===== config.mk =====
export PLATFORM = sky130hd
export DESIGN_NAME = router_output_allocator
export DESIGN_NICKNAME = d
export VERILOG_FILES = /design/src/rtl/router_output_allocator.sv
export SDC_FILE = /design/constraint.sdc
export NUM_CORES = 1
export LEC_CHECK = 0
export BUFFER_PORTS_ARGS = -buffer_cell sky130_fd_sc_hd__buf_4
export CAP_MARGIN = 0
export CORE_MARGIN = 4
export CORE_UTILIZATION = 55
export CTS_CLUSTER_DIAMETER = 30
export DETAILED_ROUTE_END_ITERATION = 10
export GPL_TIMING_DRIVEN = 0
export PLACE_DENSITY = 0.77
export SLEW_MARGIN = 5
export SYNTH_ARGS = -nofsm -noshare
export SYNTH_HDL_FRONTEND = slang
export SYNTH_SLANG_ARGS = --single-unit

===== constraint.sdc =====
create_clock -name clk_i -period 3.55 [get_ports clk_i]
set_input_delay 0.71 -clock clk_i [delete_from_list [all_inputs] [get_ports clk_i]]
set_output_delay 0.71 -clock clk_i [all_outputs]
set_load 0.02 [all_outputs]

===== src/rtl/router_output_allocator.sv =====
// Packet-granular output-port allocator: per-output round-robin arbitration with
// grant lock held until TLAST, plus a sticky per-output beat watchdog.
module router_output_allocator #(
  parameter int unsigned IN_CHANNELS    = 5,
  parameter int unsigned OUT_CHANNELS   = 5,
  parameter int unsigned IN_WIDTH       = $clog2(IN_CHANNELS),
  parameter int unsigned OUT_WIDTH      = $clog2(OUT_CHANNELS),
  parameter int unsigned MAX_BEATS      = 256,
  parameter int unsigned BEAT_CNT_WIDTH = $clog2(MAX_BEATS + 1)
) (
  input  logic                             clk_i,
  input  logic                             rst_i,
  input  logic [IN_CHANNELS-1:0]           req_valid_i,
  input  logic [IN_CHANNELS*OUT_WIDTH-1:0] req_port_i,
  input  logic [OUT_CHANNELS-1:0]          out_fire_i,
  input  logic [OUT_CHANNELS-1:0]          out_last_i,
  output logic [OUT_CHANNELS-1:0]          grant_valid_o,
  output logic [OUT_CHANNELS*IN_WIDTH-1:0] grant_idx_o,
  output logic [IN_CHANNELS-1:0]           in_granted_o,
  output logic [OUT_CHANNELS-1:0]          wdog_err_o
);

  typedef enum logic {IDLE, BUSY} state_t;

  state_t                    state_q [OUT_CHANNELS];
  state_t                    state_d [OUT_CHANNELS];
  logic [IN_WIDTH-1:0]       idx_q   [OUT_CHANNELS];
  logic [IN_WIDTH-1:0]       idx_d   [OUT_CHANNELS];
  logic [IN_WIDTH-1:0]       rr_q    [OUT_CHANNELS];
  logic [IN_WIDTH-1:0]       rr_d    [OUT_CHANNELS];
  logic [BEAT_CNT_WIDTH-1:0] cnt_q   [OUT_CHANNELS];
  logic [BEAT_CNT_WIDTH-1:0] cnt_d   [OUT_CHANNELS];
  logic [OUT_CHANNELS-1:0]   err_q;
  logic [OUT_CHANNELS-1:0]   err_d;

  logic [IN_CHANNELS-1:0]    busy_in;
  logic [IN_CHANNELS-1:0]    cand    [OUT_CHANNELS];
  logic [OUT_CHANNELS-1:0]   found;
  logic [IN_WIDTH-1:0]       pick    [OUT_CHANNELS];

  always_comb begin
    busy_in = '0;
    for (int unsigned o = 0; o < OUT_CHANNELS; o++) begin
      for (int unsigned i = 0; i < IN_CHANNELS; i++) begin
        if (state_q[o] == BUSY && idx_q[o] == IN_WIDTH'(i)) busy_in[i] = 1'b1;
      end
    end
  end

  // Circular search from rr_ptr: first pass takes candidates at/after the pointer,
  // second pass wraps around to the lowest candidate.
  always_comb begin
    found = '0;
    for (int unsigned o = 0; o < OUT_CHANNELS; o++) begin
      cand[o] = '0;
      pick[o] = '0;
      for (int unsigned i = 0; i < IN_CHANNELS; i++) begin
        cand[o][i] = req_valid_i[i] && !busy_in[i] &&
                     (req_port_i[i*OUT_WIDTH +: OUT_WIDTH] == OUT_WIDTH'(o));
      end
      for (int unsigned i = 0; i < IN_CHANNELS; i++) begin
        if (!found[o] && cand[o][i] && IN_WIDTH'(i) >= rr_q[o]) begin
          found[o] = 1'b1;
          pick[o]  = IN_WIDTH'(i);
        end
      end
      for (int unsigned i = 0; i < IN_CHANNELS; i++) begin
        if (!found[o] && cand[o][i]) begin
          found[o] = 1'b1;
          pick[o]  = IN_WIDTH'(i);
        end
      end
    end
  end

  always_comb begin
    err_d = err_q;
    for (int unsigned o = 0; o < OUT_CHANNELS; o++) begin
      state_d[o] = state_q[o];
      idx_d[o]   = idx_q[o];
      rr_d[o]    = rr_q[o];
      cnt_d[o]   = cnt_q[o];
      case (state_q[o])
        IDLE: begin
          if (found[o]) begin
            state_d[o] = BUSY;
            idx_d[o]   = pick[o];
            rr_d[o]    = (pick[o] == IN_WIDTH'(IN_CHANNELS - 1)) ? '0 : pick[o] + IN_WIDTH'(1);
            cnt_d[o]   = '0;
          end
        end
        BUSY: begin
          if (out_fire_i[o]) begin
            cnt_d[o] = cnt_q[o] + BEAT_CNT_WIDTH'(1);
            if (out_last_i[o]) begin
              state_d[o] = IDLE;
            end else if (cnt_q[o] + BEAT_CNT_WIDTH'(1) == BEAT_CNT_WIDTH'(MAX_BEATS)) begin
              state_d[o] = IDLE;
              err_d[o]   = 1'b1;
            end
          end
        end
        default: state_d[o] = IDLE;
      endcase
    end
  end

  always_ff @(posedge clk_i) begin
    if (rst_i) begin
      for (int unsigned o = 0; o < OUT_CHANNELS; o++) begin
        state_q[o] <= IDLE;
        idx_q[o]   <= '0;
        rr_q[o]    <= '0;
        cnt_q[o]   <= '0;
      end
      err_q <= '0;
    end else begin
      for (int unsigned o = 0; o < OUT_CHANNELS; o++) begin
        state_q[o] <= state_d[o];
        idx_q[o]   <= idx_d[o];
        rr_q[o]    <= rr_d[o];
        cnt_q[o]   <= cnt_d[o];
      end
      err_q <= err_d;
    end
  end

  always_comb begin
    grant_idx_o = '0;
    for (int unsigned o = 0; o < OUT_CHANNELS; o++) begin
      grant_valid_o[o]                  = (state_q[o] == BUSY);
      grant_idx_o[o*IN_WIDTH +: IN_WIDTH] = idx_q[o];
    end
    in_granted_o = busy_in;
    wdog_err_o   = err_q;
  end

endmodule


=== Word level (Yosys, flattened, before mapping) ===
Memory sizes are Yosys's and may differ from the RTL's.
Index checks and enable logic that the tools add are counted.

* Input port bits: 32
* Output and inout port bits: 30
* RAM bits: 80
* Memories: 4
* Logic and storage cells: 522
* Register bits: 5

{| class="wikitable"
|+ Memory list
! memory !! depth !! width !! rd ports !! clocked after Yosys merged registers in !! write ports !! line !! text
|-
| cnt_q || 5 || 9 || 5 || 0 || 5 || 31 || <nowiki>logic [BEAT_CNT_WIDTH-1:0] cnt_q [OUT_CHANNELS];</nowiki>
|-
| idx_q || 5 || 3 || 5 || 0 || 5 || 27 || <nowiki>logic [IN_WIDTH-1:0] idx_q [OUT_CHANNELS];</nowiki>
|-
| rr_q || 5 || 3 || 5 || 0 || 5 || 29 || <nowiki>logic [IN_WIDTH-1:0] rr_q [OUT_CHANNELS];</nowiki>
|-
| state_q || 5 || 1 || 5 || 0 || 5 || 25 || <nowiki>state_t state_q [OUT_CHANNELS];</nowiki>
|}

* $add $sub $neg: 10
* Equality and inequality tests: 50
* Reduce and logical (&&, ||, !) cells: 190
* Bitwise gates (word level): 30
* Magnitude comparators: 25
* Multiplexer cells: 208

{| class="wikitable"
|+ Operators with widths
! kind !! number
|-
| 3-bit 2-to-1 mux || 73
|-
| 9-bit 2-to-1 mux || 15
|-
| 1-bit logical AND || 125
|-
| 1-bit 2-to-1 mux || 108
|-
| 9-bit one-hot mux with 2 select lines || 5
|-
| 3-bit by 2-bit equality test with 1-bit output, second input constant || 20
|-
| 1-bit zero test || 50
|-
| 9-bit by 1-bit adder with 9-bit output, second input constant || 5
|-
| 3-bit equality test, second input constant || 15
|-
| 9-bit equality test, second input constant || 5
|-
| 3-bit by 1-bit equality test with 1-bit output, second input constant || 10
|-
| 1-bit by 3-bit >= comparator with 1-bit output, first input constant || 10
|-
| 2-bit by 3-bit >= comparator with 1-bit output, first input constant || 10
|-
| 3-bit zero test || 10
|-
| 1-bit bitwise OR || 20
|-
| 4-bit AND reduction || 5
|-
| 3-bit by 1-bit adder with 3-bit output, second input constant || 5
|-
| 3-bit >= comparator, first input constant || 5
|-
| 1-bit NOT || 10
|-
| 1-bit one-hot mux with 2 select lines || 5
|-
| 2-bit 2-to-1 mux || 2
|}

=== Longest topological paths before layout ===
An unclocked memory read counts as a cell.

* Word-level depth: 49
* Depth in mapped cells: 12
* Mapped depth without buffers: 11

=== Least setup slack after synthesis ===
OpenSTA, ideal clock, no wires.

* Path type: input to register
* From: input req_port_i[9]
* To: memory rr_q[0][2] (netlist name)
* Setup time: 0.074 ns
* Data arrival time: 2.899 ns
* Buffers on the path: 0
* Stages: 9
* Required time: 3.476 ns
* Slack: 0.577 ns
* Cell sequence: or4b_2 nor3_1 a2bb2oi_1 o22ai_1 o31a_1 inv_1 ha_1 or3_1 a31oi_1

{| class="wikitable"
|+ RTL lines
! item !! line !! text
|-
| from (decl) || 14 || <nowiki>input logic [IN_CHANNELS*OUT_WIDTH-1:0] req_port_i,</nowiki>
|-
| to (decl) || 29 ||
|}

==> impl_results.md <==
- Post-synth top area cell: dfxtp_1
- Synth top area cells: dfxtp_1 29%, nand2_1 6.3%, nand3_1 4.9%, a21oi_1 4.8%, nor2_1 4.3%
- Skew final: 23.0 ps
- Hold slack final: between 400 and 500 ps
- Max Transition Viols Final: 0
- P per Cell Area: 333 mW/mm^2
- Synth unique cells: 86
- Final design utilization: 0.642
- Min Tclk post-route: 3340 ps
- Setup TNS Final: 0 ps
- Vias in the first global route: 5,842
- Cts bufs inserted: 9
- H-Tree Depth: 3
- N_diodes: 0
- Worst EP required: between 3000 and 4000 ps
- Simple-gate share of the synthesized area: 0.367
- Root buf cell: clkbuf_8
- CP delay by family, top: simple AND/OR/NAND/NOR gates
- Antenna viol nets, final: 0
- I/O Pins: just over 60
- Arr. time, crit path: around 3600 ps
- Initial detailed-routing violation count: ~550
- Clock Latency Late Sink: between 300 and 400 ps
- Proportion of synthesized area in mux cells: 0.0141
- WS Path Type: reg -> reg
- Worst Reg-to-Reg Cells: 10
- Peak supply drop: ~210 uV
- CP peak stage delay: approximately 500 ps
- Synth top cells by count: 97 x nand2_1, 85 x dfxtp_1, 67 x nor2_1, 57 x nand3_1, 56 x a21oi_1
- PortBufs: 60
- Status: complete, no violations
- DRC viols: 0
- RR Startpoint: idx_q[0][14]$_SDFFE_PP0P_
- Worst Path Max Fanout: 10
- Fillers: 924
- Initial antenna violation count: 0
- Cts hold-fix bufs: 0
- Area growth, synth to finish: 14.1%
- WL/cell: ~18 um
- Final period utilization: 0.941
- Crit. End Element: register
- Synthesized Nets: approximately 790
- RSZ-0062 raised after global routing: false
- Setup crit start kind: register
- Max Root-Sink Buffers: 2
- WHS Path Cells: 1
- Leak Pwr: ~2.4 nW
- XOR/XNOR Fraction of Synth Area: 0.00606
- Register area share after synthesis: 0.294
- Main combinational cell family by area after synthesis: simple AND/OR/NAND/NOR gates
- Max_slew headroom: 0.509
- NetSw: around 0.74 mW
- Dominant register cell in the synthesized netlist: dfxtp_1
- Final WL: about 17,000 um
- Internal reg-to-reg setup slack: 210 ps
- Core area: between 0.01 and 0.015 mm^2
- Post-synthesis async set-or-reset flop share: 0
- Hold endpoint: wdog_err_o[2]$_SDFFE_PP0P_
- Fmax: around 300 MHz
- Vias: 6,215
- Die span in y: about 110 um
- Most frequent cell after synthesis: nand2_1
- Clk pwr share: 0.311
- GRT Residual Overflow: 0
- Largest net degree at the start of global routing: 17
- Internal power consumption: 1.45 mW
- First-pass GRT wire length: approximately 28,000 um
- Final nets: 862
- Clock slew at reported path FFs: roughly 90 ps
- Worst path slowest cell: or4_1
- Reg power frac: 0.469
- Synth Warn #: 0
- Count of state elements after synthesis: 85
- Initial Util: 0.563
- HPWL after detailed placement: between 10,000 and 15,000 um
- Final hold violations: 0
- Post-Syn Area: 0.00579 mm^2
- Syn Inst Count: ~740
- Hold Crit Start: wdog_err_o[2]$_SDFFE_PP0P_
- DR pass1 iterations: 7
- # clock sinks: 85
- Critical Path, Cell by Cell: and4bb_2, nor3_4, nand3_1, o21a_1, o221ai_1, nor2b_1, inv_1, ha_1, or4_1, a311oi_1
- Max Cap Viol: 0
- Area share of fa/ha/maj cells after synthesis: 0.0324
- RR Endpoint: rr_q[0][11]$_SDFFE_PP0P_
- Switching share of power: 0.338
- Gate power share: 0.220
- Hold Crit Class: reg -> reg
- Gpl congestion: 1.04
- CP bufs+invs: 1
- Yosys top cell area share: 0.294
- Avg Cell Area, Syn: between 7 and 8 um^2
- Synth Area in Compound Gates: 0.249
- Post-synth EDFFs: 0
- Via/cell ratio: approximately 6.5
- Share of layout cells above drive strength 1: 0.146
- Tightest Pin Transition: approximately 740 ps
- Full die area: 0.0122 mm^2
- Die extent in x: 111 um
- Clock tree from TritonCTS: built
- GRT Total Usage: 0.268
- # setup viols final: 0
- # rows: 37
-- worst reg2reg max path: stages, from the launching register on --
cell and delay [ps]:
dfxtp_1 500, and4bb_2 300, nor3_4 360, nand3_1 310, o21a_1 200, o221ai_1 220, nor2b_1 290, inv_1 90
ha_1 220, or4_1 510, a311oi_1 250
-- metal layers --
metal	vias up	global-route usage	routed length, um
met5	-	0	0
met1	2936	0.351	7500
met2	253	0.441	7740
li1	2979	-	-
met3	47	0.0416	1180
met4	0	0.108	514
-- state kept, by name, indices dropped and copies added, names as in the netlist --
signal      flops
cnt_q          45
idx_q          15
wdog_err_o      5
state_q         5
rr_q           15
-- worst max path at each step --
stage,startpoint,slack (ps),cells past startpoint,end
floorplan,req_port_i[9],580,9,rr_q[0][2]$_SDFFE_PP0P_
global placement,req_port_i[9],170,10,rr_q[0][2]$_SDFFE_PP0P_
detailed placement,req_port_i[9],70,10,rr_q[0][2]$_SDFFE_PP0P_
CTS,idx_q[0][10]$_SDFFE_PP0P_,180,10,rr_q[0][11]$_SDFFE_PP0P_
global route,idx_q[0][1]$_SDFFE_PP0P_,50,10,rr_q[0][11]$_SDFFE_PP0P_
finish,idx_q[0][14]$_SDFFE_PP0P_,210,10,rr_q[0][11]$_SDFFE_PP0P_
-- cells by family (layout without fill, tap and decap cells) --
| logic type | after synthesis | count (layout) |
|---|---|---|
| xor gates and xnor gates | 4 | 4 |
| and+or+nand+nor | 380 | 380 |
| AOI/OAI and AO/OA | 200 | 200 |
| buffers and inverters | 52 | 128 |
| adders and majority gates | 15 | 15 |
| muxes | 8 | 8 |
| DFF | 85 | 85 |
-- area by class of cell --
| class | instances | area [um^2] | share of cell area |
|---|---|---|---|
| clock buffer | 10 | 138 | 0.0209 |
| tap | 136 | 170 | 0.0258 |
| buffer | 32 | 139 | 0.0210 |
| clock inverter | 6 | 52.6 | 0.00796 |
| multi-input combinational | 607 | 3870 | 0.587 |
| inverter | 20 | 75.1 | 0.0114 |
| sequential | 85 | 1700 | 0.258 |
| timing repair buffer | 60 | 450 | 0.0682 |
-- metrics by stage --
step / setup WS (ps) / instances / power [mW] / area, um^2
finish: 210 / 956 / 2.20 / 6600
global route: 45.5 / 956 / 2.30 / 6600
CTS: 184 / 956 / 2.20 / 6600
detailed placement: 71.6 / 940 / 1.52 / 6410
global placement: 172 / 940 / 1.50 / 6410
floorplan: 577 / 744 / 1.36 / 5790
-- cell usage in the layout, fill, tap and decap left out, drive strengths merged, types with 6 or more instances in the layout --
| cell type | Yosys | layout |
|---|---|---|
| clkbuf | 18 | 28 |
| buf | 14 | 74 |
| and3 | 21 | 21 |
| dfxtp | 85 | 85 |
| and2 | 12 | 12 |
| nor2 | 67 | 67 |
| nand4 | 12 | 12 |
| a311oi | 27 | 27 |
| a21oi | 56 | 56 |
| nand2 | 97 | 97 |
| or3 | 14 | 14 |
| o21a | 6 | 6 |
| nand3 | 59 | 59 |
| nor4b | 7 | 7 |
| inv | 20 | 23 |
| nand3b | 6 | 6 |
| a211oi | 9 | 9 |
| a31oi | 16 | 16 |
| o21ai | 27 | 27 |
| mux2i | 7 | 7 |
| nor4bb | 10 | 10 |
| nand4b | 11 | 11 |
| nor3 | 22 | 22 |
| and4bb | 6 | 6 |
| nand2b | 8 | 8 |
| ha | 15 | 15 |
-- what timing repair did --
| item | in CTS | in global routing |
|---|---|---|
| gates resized for setup | 0 | 1 |
| buffers inserted | 0 | 0 |
| endpoints found under the hold margin | 0 | 0 |
| endpoints found under the setup margin | 0 | 1 |
-- power by group through the flow --
stage               Combinational, mW  Clock, mW  Sequential [mW]
floorplan                       0.308          0             1.05
global placement                0.455          0             1.05
detailed placement              0.472          0             1.05
CTS                             0.475      0.692             1.03
global route                    0.526      0.734             1.04
finish                          0.483      0.683             1.03
No activity file was read; power rests on OpenSTA's default activity.
